**src/rtl/ps2_keyboard_pkg.sv**
```systemverilog
// Shared constants, field positions, state encodings and helpers for the
// PS/2 keyboard receiver and its event FIFO.
package ps2_keyboard_pkg;

  localparam logic [7:0] PS2_PREFIX_EXT = 8'hE0;
  localparam logic [7:0] PS2_PREFIX_BRK = 8'hF0;

  // Field positions inside the 16-bit data word
  localparam int DATA_VALID_BIT = 15;
  localparam int DATA_OVF_BIT   = 14;
  localparam int DATA_EXT_BIT   = 9;
  localparam int DATA_BRK_BIT   = 8;
  localparam int DATA_CODE_MSB  = 7;
  localparam int DATA_CODE_LSB  = 0;

  localparam int EVENT_W = 10;

  localparam logic [1:0] ST_IDLE  = 2'd0;
  localparam logic [1:0] ST_SHIFT = 2'd1;
  localparam logic [1:0] ST_CHECK = 2'd2;

  typedef struct packed {
    logic       extended;
    logic       brk;
    logic [7:0] scancode;
  } ps2_event_t;

  // True when eight data bits plus the parity bit carry an odd number of ones
  function automatic logic odd_parity_ok(input logic [8:0] bits);
    return ^bits;
  endfunction

endpackage

```
**src/rtl/ps2_event_fifo.sv**
```systemverilog
// Power-of-two event FIFO with head-of-queue output; a pop on an empty
// FIFO is ignored and a push on a full FIFO is accepted only alongside a pop.
module ps2_event_fifo #(
  parameter int DEPTH = 8,
  parameter int WIDTH = 10
) (
  input  logic             clk,
  input  logic             reset,
  input  logic             push,
  input  logic             pop,
  input  logic [WIDTH-1:0] din,
  output logic             full,
  output logic             empty,
  output logic [WIDTH-1:0] head
);

  localparam int AW = $clog2(DEPTH);
  localparam int CW = AW + 1;

  logic [WIDTH-1:0] mem_r [DEPTH];
  logic [AW-1:0]    wr_ptr_r;
  logic [AW-1:0]    rd_ptr_r;
  logic [CW-1:0]    count_r;
  logic             full_s;
  logic             empty_s;
  logic             do_push_s;
  logic             do_pop_s;

  assign full_s    = (count_r == CW'(DEPTH));
  assign empty_s   = (count_r == CW'(0));
  assign do_pop_s  = pop & ~empty_s;
  assign do_push_s = push & (~full_s | do_pop_s);

  assign full  = full_s;
  assign empty = empty_s;
  assign head  = mem_r[rd_ptr_r];

  // Storage array; contents are qualified by count so no reset is needed
  always_ff @(posedge clk) begin
    if (do_push_s) begin
      mem_r[wr_ptr_r] <= din;
    end
  end

  // Pointers wrap naturally at DEPTH because DEPTH is a power of two
  always_ff @(posedge clk) begin
    if (reset) begin
      wr_ptr_r <= AW'(0);
      rd_ptr_r <= AW'(0);
      count_r  <= CW'(0);
    end else begin
      if (do_push_s) begin
        wr_ptr_r <= wr_ptr_r + AW'(1);
      end
      if (do_pop_s) begin
        rd_ptr_r <= rd_ptr_r + AW'(1);
      end
      case ({do_push_s, do_pop_s})
        2'b10:   count_r <= count_r + CW'(1);
        2'b01:   count_r <= count_r - CW'(1);
        default: count_r <= count_r;
      endcase
    end
  end

endmodule

```
**src/rtl/ps2_keyboard.sv**
```systemverilog
// PS/2 keyboard receiver: synchronizes the raw lines, deframes bytes,
// folds E0/F0 prefixes into events and queues them for a memory-mapped read.
module ps2_keyboard
  import ps2_keyboard_pkg::*;
#(
  parameter int DEPTH   = 8,
  parameter int TIMEOUT = 50000
) (
  input  logic        clk,
  input  logic        reset,
  input  logic        ps2_clk,
  input  logic        ps2_data,
  input  logic        ren,
  output logic [15:0] data
);

  localparam int TW = $clog2(TIMEOUT + 1);

  logic          clk_meta_r;
  logic          clk_sync_r;
  logic          clk_prev_r;
  logic          data_meta_r;
  logic          data_sync_r;
  logic          fall_s;

  logic [1:0]    state_r;
  logic [3:0]    bit_cnt_r;
  logic [9:0]    shift_r;
  logic [TW-1:0] tmo_r;
  logic          accept_r;
  logic [7:0]    byte_r;

  logic          pend_ext_r;
  logic          pend_brk_r;
  logic          ovf_r;

  logic          is_ext_s;
  logic          is_brk_s;
  logic          push_s;
  logic          ovf_set_s;
  ps2_event_t    event_s;
  logic [EVENT_W-1:0] head_s;
  logic          full_s;
  logic          empty_s;

  // Two-flop synchronizers plus one history flop for edge detection; idle high
  always_ff @(posedge clk) begin
    if (reset) begin
      clk_meta_r  <= 1'b1;
      clk_sync_r  <= 1'b1;
      clk_prev_r  <= 1'b1;
      data_meta_r <= 1'b1;
      data_sync_r <= 1'b1;
    end else begin
      clk_meta_r  <= ps2_clk;
      clk_sync_r  <= clk_meta_r;
      clk_prev_r  <= clk_sync_r;
      data_meta_r <= ps2_data;
      data_sync_r <= data_meta_r;
    end
  end

  assign fall_s = clk_prev_r & ~clk_sync_r;

  // Receiver FSM: start bit, 8 data bits LSB first, parity, stop, then check
  always_ff @(posedge clk) begin
    if (reset) begin
      state_r   <= ST_IDLE;
      bit_cnt_r <= 4'd0;
      shift_r   <= 10'd0;
      tmo_r     <= TW'(0);
      accept_r  <= 1'b0;
      byte_r    <= 8'd0;
    end else begin
      accept_r <= 1'b0;
      case (state_r)
        ST_IDLE: begin
          if (fall_s && !data_sync_r) begin
            state_r   <= ST_SHIFT;
            bit_cnt_r <= 4'd0;
            tmo_r     <= TW'(0);
          end
        end
        ST_SHIFT: begin
          if (fall_s) begin
            shift_r <= {data_sync_r, shift_r[9:1]};
            tmo_r   <= TW'(0);
            if (bit_cnt_r == 4'd9) begin
              state_r   <= ST_CHECK;
              bit_cnt_r <= 4'd0;
            end else begin
              bit_cnt_r <= bit_cnt_r + 4'd1;
            end
          end else if (tmo_r == TW'(TIMEOUT - 1)) begin
            // Line went quiet mid-frame: drop what was collected
            state_r   <= ST_IDLE;
            bit_cnt_r <= 4'd0;
            tmo_r     <= TW'(0);
          end else begin
            tmo_r <= tmo_r + TW'(1);
          end
        end
        ST_CHECK: begin
          accept_r <= odd_parity_ok(shift_r[8:0]) & shift_r[9];
          byte_r   <= shift_r[7:0];
          state_r  <= ST_IDLE;
        end
        default: begin
          state_r   <= ST_IDLE;
          bit_cnt_r <= 4'd0;
          tmo_r     <= TW'(0);
        end
      endcase
    end
  end

  assign is_ext_s  = accept_r && (byte_r == PS2_PREFIX_EXT);
  assign is_brk_s  = accept_r && (byte_r == PS2_PREFIX_BRK);
  assign push_s    = accept_r && !is_ext_s && !is_brk_s;
  assign ovf_set_s = push_s && full_s && !ren;

  assign event_s.extended = pend_ext_r;
  assign event_s.brk      = pend_brk_r;
  assign event_s.scancode = byte_r;

  // Prefix flags accumulate until a non-prefix byte consumes them
  always_ff @(posedge clk) begin
    if (reset) begin
      pend_ext_r <= 1'b0;
      pend_brk_r <= 1'b0;
    end else if (push_s) begin
      pend_ext_r <= 1'b0;
      pend_brk_r <= 1'b0;
    end else begin
      if (is_ext_s) begin
        pend_ext_r <= 1'b1;
      end
      if (is_brk_s) begin
        pend_brk_r <= 1'b1;
      end
    end
  end

  // Sticky overflow; a new drop outranks the clearing read in the same cycle
  always_ff @(posedge clk) begin
    if (reset) begin
      ovf_r <= 1'b0;
    end else if (ovf_set_s) begin
      ovf_r <= 1'b1;
    end else if (ren) begin
      ovf_r <= 1'b0;
    end
  end

  ps2_event_fifo #(
    .DEPTH (DEPTH),
    .WIDTH (EVENT_W)
  ) u_fifo (
    .clk   (clk),
    .reset (reset),
    .push  (push_s),
    .pop   (ren),
    .din   (event_s),
    .full  (full_s),
    .empty (empty_s),
    .head  (head_s)
  );

  // Read word assembled from FIFO head and overflow flag
  always_comb begin
    data               = 16'h0000;
    data[DATA_OVF_BIT] = ovf_r;
    if (!empty_s) begin
      data[DATA_VALID_BIT]               = 1'b1;
      data[DATA_EXT_BIT:DATA_CODE_LSB]   = head_s;
    end else begin
      data[DATA_VALID_BIT] = 1'b0;
    end
  end

endmodule

```
**config.mk**
```make
export PLATFORM = sky130hd
export DESIGN_NAME = ps2_keyboard
export DESIGN_NICKNAME = d
export VERILOG_FILES = /design/src/rtl/ps2_keyboard_pkg.sv /design/src/rtl/ps2_event_fifo.sv /design/src/rtl/ps2_keyboard.sv
export SDC_FILE = /design/constraint.sdc
export NUM_CORES = 1
export LEC_CHECK = 0
export ABC_AREA = 1
export BUFFER_PORTS_ARGS = -buffer_cell sky130_fd_sc_hd__buf_4
export CAP_MARGIN = 20
export CORE_ASPECT_RATIO = 2
export CORE_MARGIN = 1
export CORE_UTILIZATION = 55
export CTS_BUF_LIST = sky130_fd_sc_hd__clkbuf_16
export CTS_CLUSTER_DIAMETER = 150
export CTS_CLUSTER_SIZE = 12
export DETAILED_ROUTE_END_ITERATION = 7
export PLACE_DENSITY_LB_ADDON = 0.15
export SKIP_CTS_REPAIR_TIMING = 1
export SYNTH_ARGS = -nofsm -noshare
export SYNTH_HDL_FRONTEND = slang
export SYNTH_SLANG_ARGS = --single-unit
```
**constraint.sdc**
```tcl
create_clock -name clk -period 5.4 [get_ports clk]
set_input_delay 0.81 -clock clk [delete_from_list [all_inputs] [get_ports clk]]
set_output_delay 0.81 -clock clk [all_outputs]
set_load 0.03 [all_outputs]
```
==> flow_summary.yaml, run 1 <==
placement:
  numPortBuffers: 16
  globalplace.congestion: 0.8113
  dp_cells: 804
  detailed_place_hpwl_mm: 8.357
clocking:
  tritoncts.num_buffers: 17
  clk_latency_ps: 420
  clk_sinks: 142
  clkSlewWorstSetupHoldPaths_ps: 60
  clk_root_buf: "sky130_fd_sc_hd__clkbuf_16"
  ctsLongestPathBuffers: 2
  clock_tree_from_tritoncts: "built"
  cts_htree_levels: 4
power:
  power.total_mw: 2.968
  power_density_normalized_to_cell_area_nw_per_um2: 422.1
  total_leakage_power_nw: 2.675
  ir_worst_vdd_mv: 0.2951
logic_synthesis:
  yosys_warnings: 0
  asyncSetResetFlopFracSynth: 0
  synthCells: 665
  syn_area_um2: 6167
  yosys_top_cell_by_area: "sky130_fd_sc_hd__edfxtp_1"
  synth_sequential_area_ratio: 0.5908
  synth.distinct_cells: 35
  synth-edff-count: 80
  ys_top_cells_by_area: "sky130_fd_sc_hd__edfxtp_1 (39%), sky130_fd_sc_hd__dfxtp_1 (20%), sky130_fd_sc_hd__nor2_1 (8.0%)"
  post-synth-top-area-fraction: 0.3895
  synthFlopType: "sky130_fd_sc_hd__edfxtp_1"
  synth_seq_cells: 142
  syn-mean-instance-area_um2: 9.274
worst_setup_path:
  timing.critical_path.required_ps: 4590
  worstSetupStartpointType: "flop"
  worst_setup_path_end_kind: "primary output"
  worstSetupPathType: "flop to primary output"
  worst-path-max-fanout: 41
  critPathArrivalTime_ps: 2490
sta:
  final-hold-violation-count: 0
  min_period_ps: 3301
  rsz0062_at_grt: "false"
  totalNegativeSetupSlack_ps: 0
  final_count_of_negative_setup_slack_endpoints: 0
  timing.clock.skew_ps: 10.21
  worstMarginPinSlew_ps: 1029
  slew_headroom: 0.3112
  timing_max_transition_violations_final: 0
  clock.fmax_mhz: 302.9
  final.period_utilization: 0.6114
routing:
  dr.first_iter.drc_count: 163
  antenna_left: 0
  route.detailed.drc: 0
  avgRoutedWirePerCell_um: 14.17
  wl_final_mm: 11.85
  avgViaCountPerCell: 5.273
  dr_total_vias: 4408
  number_of_search_and_repair_iterations_in_the_first_detailed_routing_pass: 5
floorplan:
  placement_rows: 54
  core_area_um2: 10880
  initial_utilization: 0.5669
  die_w_um: 76.88
  total_die_area_um2: 11670
  die_height_um: 151.8
  io_pins: 21
global_routing:
  initial_antenna_violation_count: 0
  gr-usage-met3: 0.04731
  total_global_routing_track_utilization: 0.2225
  grt_residual_overflow: 0
  met2_track_demand_over_resource: 0.4464
  busiest_layer: "met2"
  grt_pass1_vias: 4403
  grt_start_max_net_pins: 42
  grt_util_met1: 0.1995
  grt_pass1_wl_mm: 19.76
cells_and_area:
  area_occupied_by_multi_input_gates_um2: 2151
  num-nets-final: 696
  register_area_um2: 3643
  layout-drive-gt1-share: 0.1106
  layout-area-overhead-vs-synth_pct: 14.02
  layout.cells.non_filler: 836
  layout_commonest_cell: "sky130_fd_sc_hd__nor2_1"
  layout_common_cells: "sky130_fd_sc_hd__nor2_1 (132), sky130_fd_sc_hd__nand2_1 (86), sky130_fd_sc_hd__edfxtp_1 (80)"
  antenna-diode-count: 0
  filler_cell_count: 901
job:
  drv_cap: 0
outcome:
  outcome: "complete, no violations"
worst_hold_path:
  hold_path_class: "flop to flop"
[synthesized netlist by cell type, types with 2 or more instances]
master                     instances
sky130_fd_sc_hd__buf_6             2
sky130_fd_sc_hd__nor2_2            5
sky130_fd_sc_hd__nor3_1           10
sky130_fd_sc_hd__a21oi_1          24
sky130_fd_sc_hd__o21ai_1           4
sky130_fd_sc_hd__edfxtp_1         80
sky130_fd_sc_hd__nand3_1          25
sky130_fd_sc_hd__dfxtp_1          62
sky130_fd_sc_hd__clkbuf_1         13
sky130_fd_sc_hd__mux2i_1          10
sky130_fd_sc_hd__o21ai_0          73
sky130_fd_sc_hd__nand3_2           2
sky130_fd_sc_hd__buf_2             5
sky130_fd_sc_hd__nor2_1          132
sky130_fd_sc_hd__nand4_1          13
sky130_fd_sc_hd__xor2_1            6
sky130_fd_sc_hd__nand2_4           3
sky130_fd_sc_hd__inv_1            62
sky130_fd_sc_hd__nand2_1          86
sky130_fd_sc_hd__ha_1              8
sky130_fd_sc_hd__nand2_2           5
sky130_fd_sc_hd__buf_4             5
sky130_fd_sc_hd__a21oi_2           2
sky130_fd_sc_hd__or2_2             4
sky130_fd_sc_hd__or2_0             2
sky130_fd_sc_hd__inv_2             2
sky130_fd_sc_hd__xnor2_1           3
sky130_fd_sc_hd__o22ai_1          10
[per-layer routing]
layer / up-vias / share of wire
met3: 30 / 0.020
met2: 65 / 0.58
met1: 2067 / 0.38
met5: - / 0
li1: 2246 / -
met4: 0 / 0.027
[layout make-up]
| type | count | share of cell area |
|---|---|---|
| clock buffer | 17 | 0.06050 |
| clock inverter | 15 | 0.03096 |
| inverter | 65 | 0.03505 |
| multi-input combinational | 435 | 0.3059 |
| sequential | 142 | 0.5181 |
| tap | 140 | 0.02491 |
| timing repair buffer | 22 | 0.02456 |
[cells by family after synthesis]
group,count (synthesis),synth area share
and+or+nand+nor,289,0.2037
DFF,142,0.5908
AOI/OAI and AO/OA,115,0.09739
buffers and inverters,91,0.06228
muxes,10,0.01623
xor gates and xnor gates,9,0.01278
adders and majority gates,8,0.01623
other,1,0.0006081
[final timing paths]
path	slack, ps	endpoint	startpoint	cells past startpoint
setup reg to reg	2730	u_fifo.mem_r[4][7]	byte_r[4]	8
hold reg to reg	420	clk_sync_r	clk_meta_r	1
setup / recovery	2100	data[6]	flop	7
hold / removal	420	clk_sync_r	clk_meta_r	1
[report_power, final]
group / total, mW / internal [mW] / switching [mW]
registers: 1.18 / 1.15 / 0.0247
logic: 0.531 / 0.179 / 0.351
clock network: 1.26 / 0.818 / 0.444
total: 2.97 / 2.15 / 0.820
[per-stage QoR]
stage               area, um2  worst slack (ps)  hold slack (ps)  utilization
finish                   7032              2099            418.9       0.6464
global route             7032              1765            437.0       0.6464
CTS                      7032              2104            423.2       0.6464
detailed placement       6389              2542            405.5       0.5873
global placement         6374              2614            392.7       0.5859
floorplan                6178              2998            389.5            -
[critical path, stage by stage, from the launching register on]
cell,delay [ps]
sky130_fd_sc_hd__dfxtp_1,320
sky130_fd_sc_hd__buf_4,380
sky130_fd_sc_hd__inv_1,520
sky130_fd_sc_hd__o21ai_0,320
sky130_fd_sc_hd__o21ai_0,120
sky130_fd_sc_hd__o21ai_0,170
sky130_fd_sc_hd__nor2_1,70
sky130_fd_sc_hd__buf_4,160
[state kept, by name (all words and copies together) (netlist names), named ones only]
signal,flops
ovf_r,1
tmo_r,16
data_sync_r,1
u_fifo.wr_ptr_r,3
u_fifo.rd_ptr_r,3
pend_brk_r,1
shift_r,10
bit_cnt_r,4
u_fifo.mem_r,80
byte_r,8
clk_sync_r,1
pend_ext_r,1
accept_r,1
state_r,2
u_fifo.count_r,4
data_meta_r,1
clk_meta_r,1
clk_prev_r,1
Note: power is estimated with default switching activity, not from simulation.
==> inputs of run 2 (changes only) <==
==> constraint.sdc (replaced) <==
create_clock -name clk -period 3.3 [get_ports clk]
set_input_delay 0.495 -clock clk [delete_from_list [all_inputs] [get_ports clk]]
set_output_delay 0.495 -clock clk [all_outputs]
set_load 0.03 [all_outputs]
==> run 2 against run 1 <==
  * Routed wire length increased by 6.4%
  * Sequential share of layout area about the same
  * Combinational power increased by 74%
==> flow_summary.yaml, run 2 (same netlist as run 1, synthesis figures left out) <==
outcome:
  outcome: "complete, no violations"
routing:
  avgRoutedWirePerCell_um: 14.96
  dr_total_vias: 4554
  met3_routed_length_um: 361
  wl_met2_mm: 7.168
  route.detailed.drc: 0
  wl_final_mm: 12.61
  number_of_search_and_repair_iterations_in_the_first_detailed_routing_pass: 7
  avgViaCountPerCell: 5.402
  dr.first_iter.drc_count: 231
  met1_length_mm: 4.733
  antenna_left: 0
  highest_layer: "met4"
cells_and_area:
  largest_register_ff_count: 80
  top_regs: "u_fifo.mem_r (80), tmo_r (16), shift_r (10)"
  layout-drive-gt1-share: 0.1209
  layout-area-overhead-vs-synth_pct: 13.96
  finish.utilization: 0.6461
  layout_commonest_cell: "sky130_fd_sc_hd__nor2_1"
  filler_cell_count: 890
  final_instance_area_um2: 7028
  area_occupied_by_multi_input_gates_um2: 2151
  num-nets-final: 703
  layout.cells.non_filler: 843
  registers.top_by_ff_count: "u_fifo.mem_r"
  antenna-diode-count: 0
  register_area_um2: 3643
  layout_common_cells: "sky130_fd_sc_hd__nor2_1 (132), sky130_fd_sc_hd__nand2_1 (86), sky130_fd_sc_hd__edfxtp_1 (80)"
floorplan:
  die_height_um: 151.8
  core_area_um2: 10880
  die_w_um: 76.88
  total_die_area_um2: 11670
  io_pins: 21
  initial_utilization: 0.5669
  placement_rows: 54
global_routing:
  grt_pass1_vias: 4455
  grt_start_max_net_pins: 41
  grt_pass1_wl_mm: 20.51
  initial_antenna_violation_count: 0
  grt_residual_overflow: 0
  total_global_routing_track_utilization: 0.2343
placement:
  dp_cells: 811
  numPortBuffers: 16
  placement.cell_area_um2: 6434
  detailed_place_hpwl_mm: 8.573
  globalplace.congestion: 0.7920
worst_setup_path:
  worst_setup_path_end_kind: "flop"
  worst-path-max-fanout: 12
  critPathArrivalTime_ps: 2920
  cpPeakStageDelay_ps: 460
  crit_path_frequent_cell: "sky130_fd_sc_hd__inv_1"
  path_cells: "nor2_1 -> nand3_1 -> nand2_1 -> inv_1 -> ha_1 -> nand2_1 -> inv_1 -> nor2_1 -> ha_1 -> a21oi_1 -> xnor2_1 -> o21ai_0 -> inv_1"
  worstSetupStartpointType: "flop"
  worstSetupPathType: "flop to flop"
  cp_slowest_cell: "sky130_fd_sc_hd__nand3_1"
  timing.critical_path.required_ps: 3600
sta:
  timing.clock.skew_ps: 7.840
  final.period_utilization: 0.7936
  rsz0062_at_grt: "false"
  slew_headroom: 0.5772
  timing_max_transition_violations_final: 0
  totalNegativeSetupSlack_ps: 0
  final-hold-violation-count: 0
  clock.fmax_mhz: 381.8
  min_period_ps: 2619
  final_count_of_negative_setup_slack_endpoints: 0
  worstMarginPinSlew_ps: 633.5
  worst_hold_slack_ps: 266.6
clocking:
  tritoncts.num_buffers: 17
  clk_root_buf: "sky130_fd_sc_hd__clkbuf_16"
  clk_latency_ps: 410
  cts_htree_levels: 4
  clock_tree_from_tritoncts: "built"
  clk_sinks: 142
  ctsLongestPathBuffers: 2
  clkSlewWorstSetupHoldPaths_ps: 60
worst_hold_path:
  hold_path_class: "input pin to flop"
power:
  cell_internal_pwr_mw: 3.371
  power.sequential.fraction: 0.405
  comb_power_share: 0.195
  ir_worst_vdd_mv: 0.3901
  power.switching_fraction: 0.2861
  power.share.clock: 0.400
  total_leakage_power_nw: 2.694
  power_density_normalized_to_cell_area_nw_per_um2: 671.9
  power.net_switching_mw: 1.351
job:
  drv_cap: 0
==> run 2: cell types whose count changed in the layout (fill, tap and decap cells not counted) <==
cell | previous run | this run
sky130_fd_sc_hd__buf_8 | 1 | 0
sky130_fd_sc_hd__buf_4 | 21 | 29
sky130_fd_sc_hd__inv_1 | 62 | 63
sky130_fd_sc_hd__bufinv_16 | 5 | 3
sky130_fd_sc_hd__clkinv_1 | 2 | 0
sky130_fd_sc_hd__clkinv_2 | 2 | 5
==> run 2: worst paths after layout <==
kind | start | to | slack, ps | cells past startpoint
worst max-delay path | u_fifo.count_r[0] | u_fifo.count_r[2] | 680 | 13
worst min-delay path | ps2_data | data_meta_r | 270 | 2
worst max register to register | u_fifo.count_r[0] | u_fifo.count_r[2] | 680 | 13
worst min register to register | data_meta_r | data_sync_r | 410 | 1
==> run 2: metrics by stage <==
step,total power [mW],setup slack [ps]
floorplan,2.603,1213
finish,4.722,681.1
detailed placement,2.870,678.2
global route,4.909,441.3
global placement,2.841,842.3
CTS,4.756,626.5
==> run 2: cell type report <==
cell class              count  area share
flip-flops and latches    142      0.5184
multi-input cells         435      0.3060
clock buffers              17     0.06053
inverters                  65     0.03507
repair buffers             29     0.03098
well taps                 140     0.02492
clock inverters            15     0.02403
==> run 2: per-layer routing <==
metal  up-vias  global-route usage
met4         0              0.1404
met2        99              0.4558
li1       2264                   -
met3        24             0.04551
met1      2167              0.2216
met5         -                   0
==> run 2: worst max-delay path, delay by kind of cell, from the launching register on <==
| family | cells | cell delay, ps |
|---|---|---|
| flops | 1 | 350 |
| simple gates | 5 | 1130 |
| fa+ha+maj | 2 | 450 |
| buf+inv | 3 | 240 |
| xor+xnor | 1 | 130 |
| compound gates | 2 | 190 |
==> run 2: power by group through the flow <==
stage	clock, mW	combinational [mW]	sequential (mW)
after detailed placement	0	0.922	1.95
after CTS	1.92	0.927	1.91
after floorplan	0	0.660	1.94
final	1.89	0.923	1.91
after global placement	0	0.896	1.95
after global routing	1.99	1.01	1.91
==> inputs of run 3 (changes only) <==
--- a/config.mk
+++ b/config.mk
@@ -5,7 +5,7 @@
 export SDC_FILE = /design/constraint.sdc
 export NUM_CORES = 1
 export LEC_CHECK = 0
-export ABC_AREA = 1
+export ABC_AREA = 0
 export BUFFER_PORTS_ARGS = -buffer_cell sky130_fd_sc_hd__buf_4
 export CAP_MARGIN = 20
 export CORE_ASPECT_RATIO = 2
==> constraint.sdc (replaced) <==
create_clock -name clk -period 2.72 [get_ports clk]
set_input_delay 0.408 -clock clk [delete_from_list [all_inputs] [get_ports clk]]
set_output_delay 0.408 -clock clk [all_outputs]
set_load 0.03 [all_outputs]
==> run 3 against run 2 <==
  * Total power down 2.6%
  * Routed wire length shrank 5.1%
  * Synthesized area down 3.1%
  * Core utilization increased by 0.94 points
  * Clock power up 22%
  * Cell count decreased by 23%
  * Global-route usage up 0.37 points
  * Critical path type unchanged
  * Highest routed layer unchanged
==> flow_summary.yaml, run 3 <==
power:
  cell_internal_pwr_mw: 3.694
  power.total_mw: 4.600
  power_density_normalized_to_cell_area_nw_per_um2: 665.5
  ir_worst_vdd_mv: 0.5072
  power.net_switching_uw: 906.1
  power.share.clock: 0.501
  power.sequential.fraction: 0.489
  power.switching_fraction: 0.1970
  total_leakage_power_nw: 2.267
  comb_power_share: 0.009
global_routing:
  grt_residual_overflow: 0
  grt_start_max_net_pins: 56
  initial_antenna_violation_count: 0
  total_global_routing_track_utilization: 0.2379
  grt_pass1_vias: 3868
  grt_pass1_wl_mm: 19.11
routing:
  wl_final_mm: 11.97
  antenna_left: 0
  route.detailed.drc: 0
  avgViaCountPerCell: 5.778
  avgRoutedWirePerCell_um: 18.36
  number_of_search_and_repair_iterations_in_the_first_detailed_routing_pass: 4
  dr_total_vias: 3767
  dr.first_iter.drc_count: 176
worst_setup_path:
  worst-path-max-fanout: 8
  cpPeakStageDelay_ps: 570
  worst_path_dominant_cell_family: "simple AND/OR/NAND/NOR gates"
  worstSetupStartpointType: "flop"
  path_cells: "or4b_4 -> o221ai_4 -> ha_1 -> xor2_1 -> ha_1 -> a21oi_1 -> xor2_1 -> or3_1 -> a21oi_1"
  critical_path_buf_inv_count: 0
  worstSetupPathType: "flop to flop"
  critPathArrivalTime_ps: 2860
  cp_slowest_cell: "sky130_fd_sc_hd__or4b_4"
  worst_setup_path_end_kind: "flop"
  timing.critical_path.required_ps: 3060
logic_synthesis:
  synth_seq_cells: 142
  yosys_top_cell_by_area: "sky130_fd_sc_hd__edfxtp_1"
  yosys.area_share.xor_xnor: 0.02429
  yosysMostFrequentCell: "sky130_fd_sc_hd__edfxtp_1"
  syn-mean-instance-area_um2: 12.63
  synth-edff-count: 80
  synth.distinct_cells: 58
  yosys.area_share.simple: 0.1435
  post_synth_fa_ha_maj_area_fraction: 0.01675
  synthFlopType: "sky130_fd_sc_hd__edfxtp_1"
  synth_common_cells: "sky130_fd_sc_hd__edfxtp_1 (80), sky130_fd_sc_hd__dfxtp_1 (62), sky130_fd_sc_hd__nand2_1 (52)"
  ys_top_cells_by_area: "sky130_fd_sc_hd__edfxtp_1 (40%), sky130_fd_sc_hd__dfxtp_1 (21%), sky130_fd_sc_hd__mux4_2 (7.5%)"
  synth_mux_area_frac: 0.09885
  synth_sequential_area_ratio: 0.6098
  synth_compound_area_frac: 0.07770
  synthCells: 473
  yosys_warnings: 0
  post-synth-top-area-fraction: 0.4021
  syn_area_um2: 5974
  asyncSetResetFlopFracSynth: 0
  synth_top_family_by_area: "simple AND/OR/NAND/NOR gates"
clocking:
  clk_sinks: 142
  cts_htree_levels: 4
  clk_latency_ps: 410
  clk_root_buf: "sky130_fd_sc_hd__clkbuf_16"
  tritoncts.num_buffers: 17
  clock_tree_from_tritoncts: "built"
  ctsLongestPathBuffers: 2
  clkSlewWorstSetupHoldPaths_ps: 60
placement:
  dp_cells: 620
  globalplace.congestion: 0.7892
  numPortBuffers: 16
  detailed_place_hpwl_mm: 8.161
worst_hold_path:
  hold_path_class: "input pin to flop"
sta:
  worstMarginPinSlew_ps: 953.6
  totalNegativeSetupSlack_ps: 0
  slew_headroom: 0.3619
  min_period_ps: 2518
  final_count_of_negative_setup_slack_endpoints: 0
  timing.clock.skew_ps: 5.498
  final.period_utilization: 0.9257
  rsz0062_at_grt: "false"
  clock.fmax_mhz: 397.2
  final-hold-violation-count: 0
  timing_max_transition_violations_final: 0
cells_and_area:
  register_area_um2: 3643
  filler_cell_count: 804
  layout-area-overhead-vs-synth_pct: 15.69
  num-nets-final: 516
  layout-drive-gt1-share: 0.2058
  antenna-diode-count: 0
  largest_register_ff_count: 80
  layout_common_cells: "sky130_fd_sc_hd__edfxtp_1 (80), sky130_fd_sc_hd__dfxtp_1 (62), sky130_fd_sc_hd__nand2_1 (52)"
  area_occupied_by_multi_input_gates_um2: 2182
  top_regs: "u_fifo.mem_r (80), tmo_r (16), shift_r (10)"
  registers.top_by_ff_count: "u_fifo.mem_r"
  layout_commonest_cell: "sky130_fd_sc_hd__edfxtp_1"
  layout.cells.non_filler: 652
floorplan:
  die_height_um: 149.4
  io_pins: 21
  core_area_um2: 10540
  total_die_area_um2: 11310
  placement_rows: 53
  initial_utilization: 0.5666
  die_w_um: 75.70
job:
  drv_cap: 0
outcome:
  outcome: "complete, no violations"
## run 3: changes by cell type in the layout (fill, tap and decap cells not counted), moves of 6 or more
cell / change
sky130_fd_sc_hd__buf_4: +6
sky130_fd_sc_hd__o21ai_0: -60
sky130_fd_sc_hd__mux4_2: +20
sky130_fd_sc_hd__nand2_1: -34
sky130_fd_sc_hd__inv_1: -53
sky130_fd_sc_hd__or3_1: +6
sky130_fd_sc_hd__o22ai_1: -9
sky130_fd_sc_hd__nand4_1: -7
sky130_fd_sc_hd__nor2_1: -94
sky130_fd_sc_hd__nand3_1: -10
## run 3: worst paths after layout
kind / start / end / slack (ps) / cells after the start
worst max-delay path: u_fifo.count_r[1] / u_fifo.count_r[2] / 200 / 9
worst min-delay path: ps2_clk / clk_meta_r / 180 / 2
worst max register to register: u_fifo.count_r[1] / u_fifo.count_r[2] / 200 / 9
worst min register to register: data_meta_r / data_sync_r / 410 / 1
## run 3: cells by family (layout without fill, tap and decap cells)
kind of cell / count (synthesis) / after routing
buf+inv: 38 / 77
fa+ha+maj: 8 / 8
compound gates: 69 / 69
other cells: 1 / 4
flops: 142 / 142
xor+xnor: 15 / 15
mux: 34 / 34
simple gates: 166 / 166
## run 3: area by class of cell
| cell class | count | share of cell area |
|---|---|---|
| sequential | 142 | 0.5272 |
| clock buffer | 17 | 0.06155 |
| inverter | 10 | 0.005431 |
| clock inverter | 14 | 0.02444 |
| timing repair buffer | 36 | 0.04091 |
| multi-input combinational | 296 | 0.3157 |
| tap | 137 | 0.02480 |
## run 3: layer usage
metal / global-route usage / part of all wire / vias to the layer above
li1: - / - / 1808
met1: 0.2348 / 0.36 / 1852
met2: 0.4420 / 0.58 / 80
met3: 0.05743 / 0.025 / 27
met4: 0.1120 / 0.031 / 0
met5: 0 / 0 / -
## run 3: per-stage QoR
step	area, um2	setup slack (ps)	hold WS [ps]	utilization
2_1_floorplan	5986	165.8	389.5	-
3_3_place_gp	6306	235.0	391.3	0.5981
3_5_place_dp	6306	175.3	392.9	0.5981
4_1_cts	6900	139.8	170.0	0.6544
5_1_grt	6912	10.77	168.4	0.6555
6_report	6912	202.1	179.8	0.6555
## run 3: power groups by stage
stage,clock network [mW],logic [mW],registers (mW)
floorplan,0,0.0354,2.29
global placement,0,0.0432,2.30
detailed placement,0,0.0437,2.30
CTS,2.34,0.0438,2.25
global route,2.43,0.0476,2.25
finish,2.31,0.0433,2.25
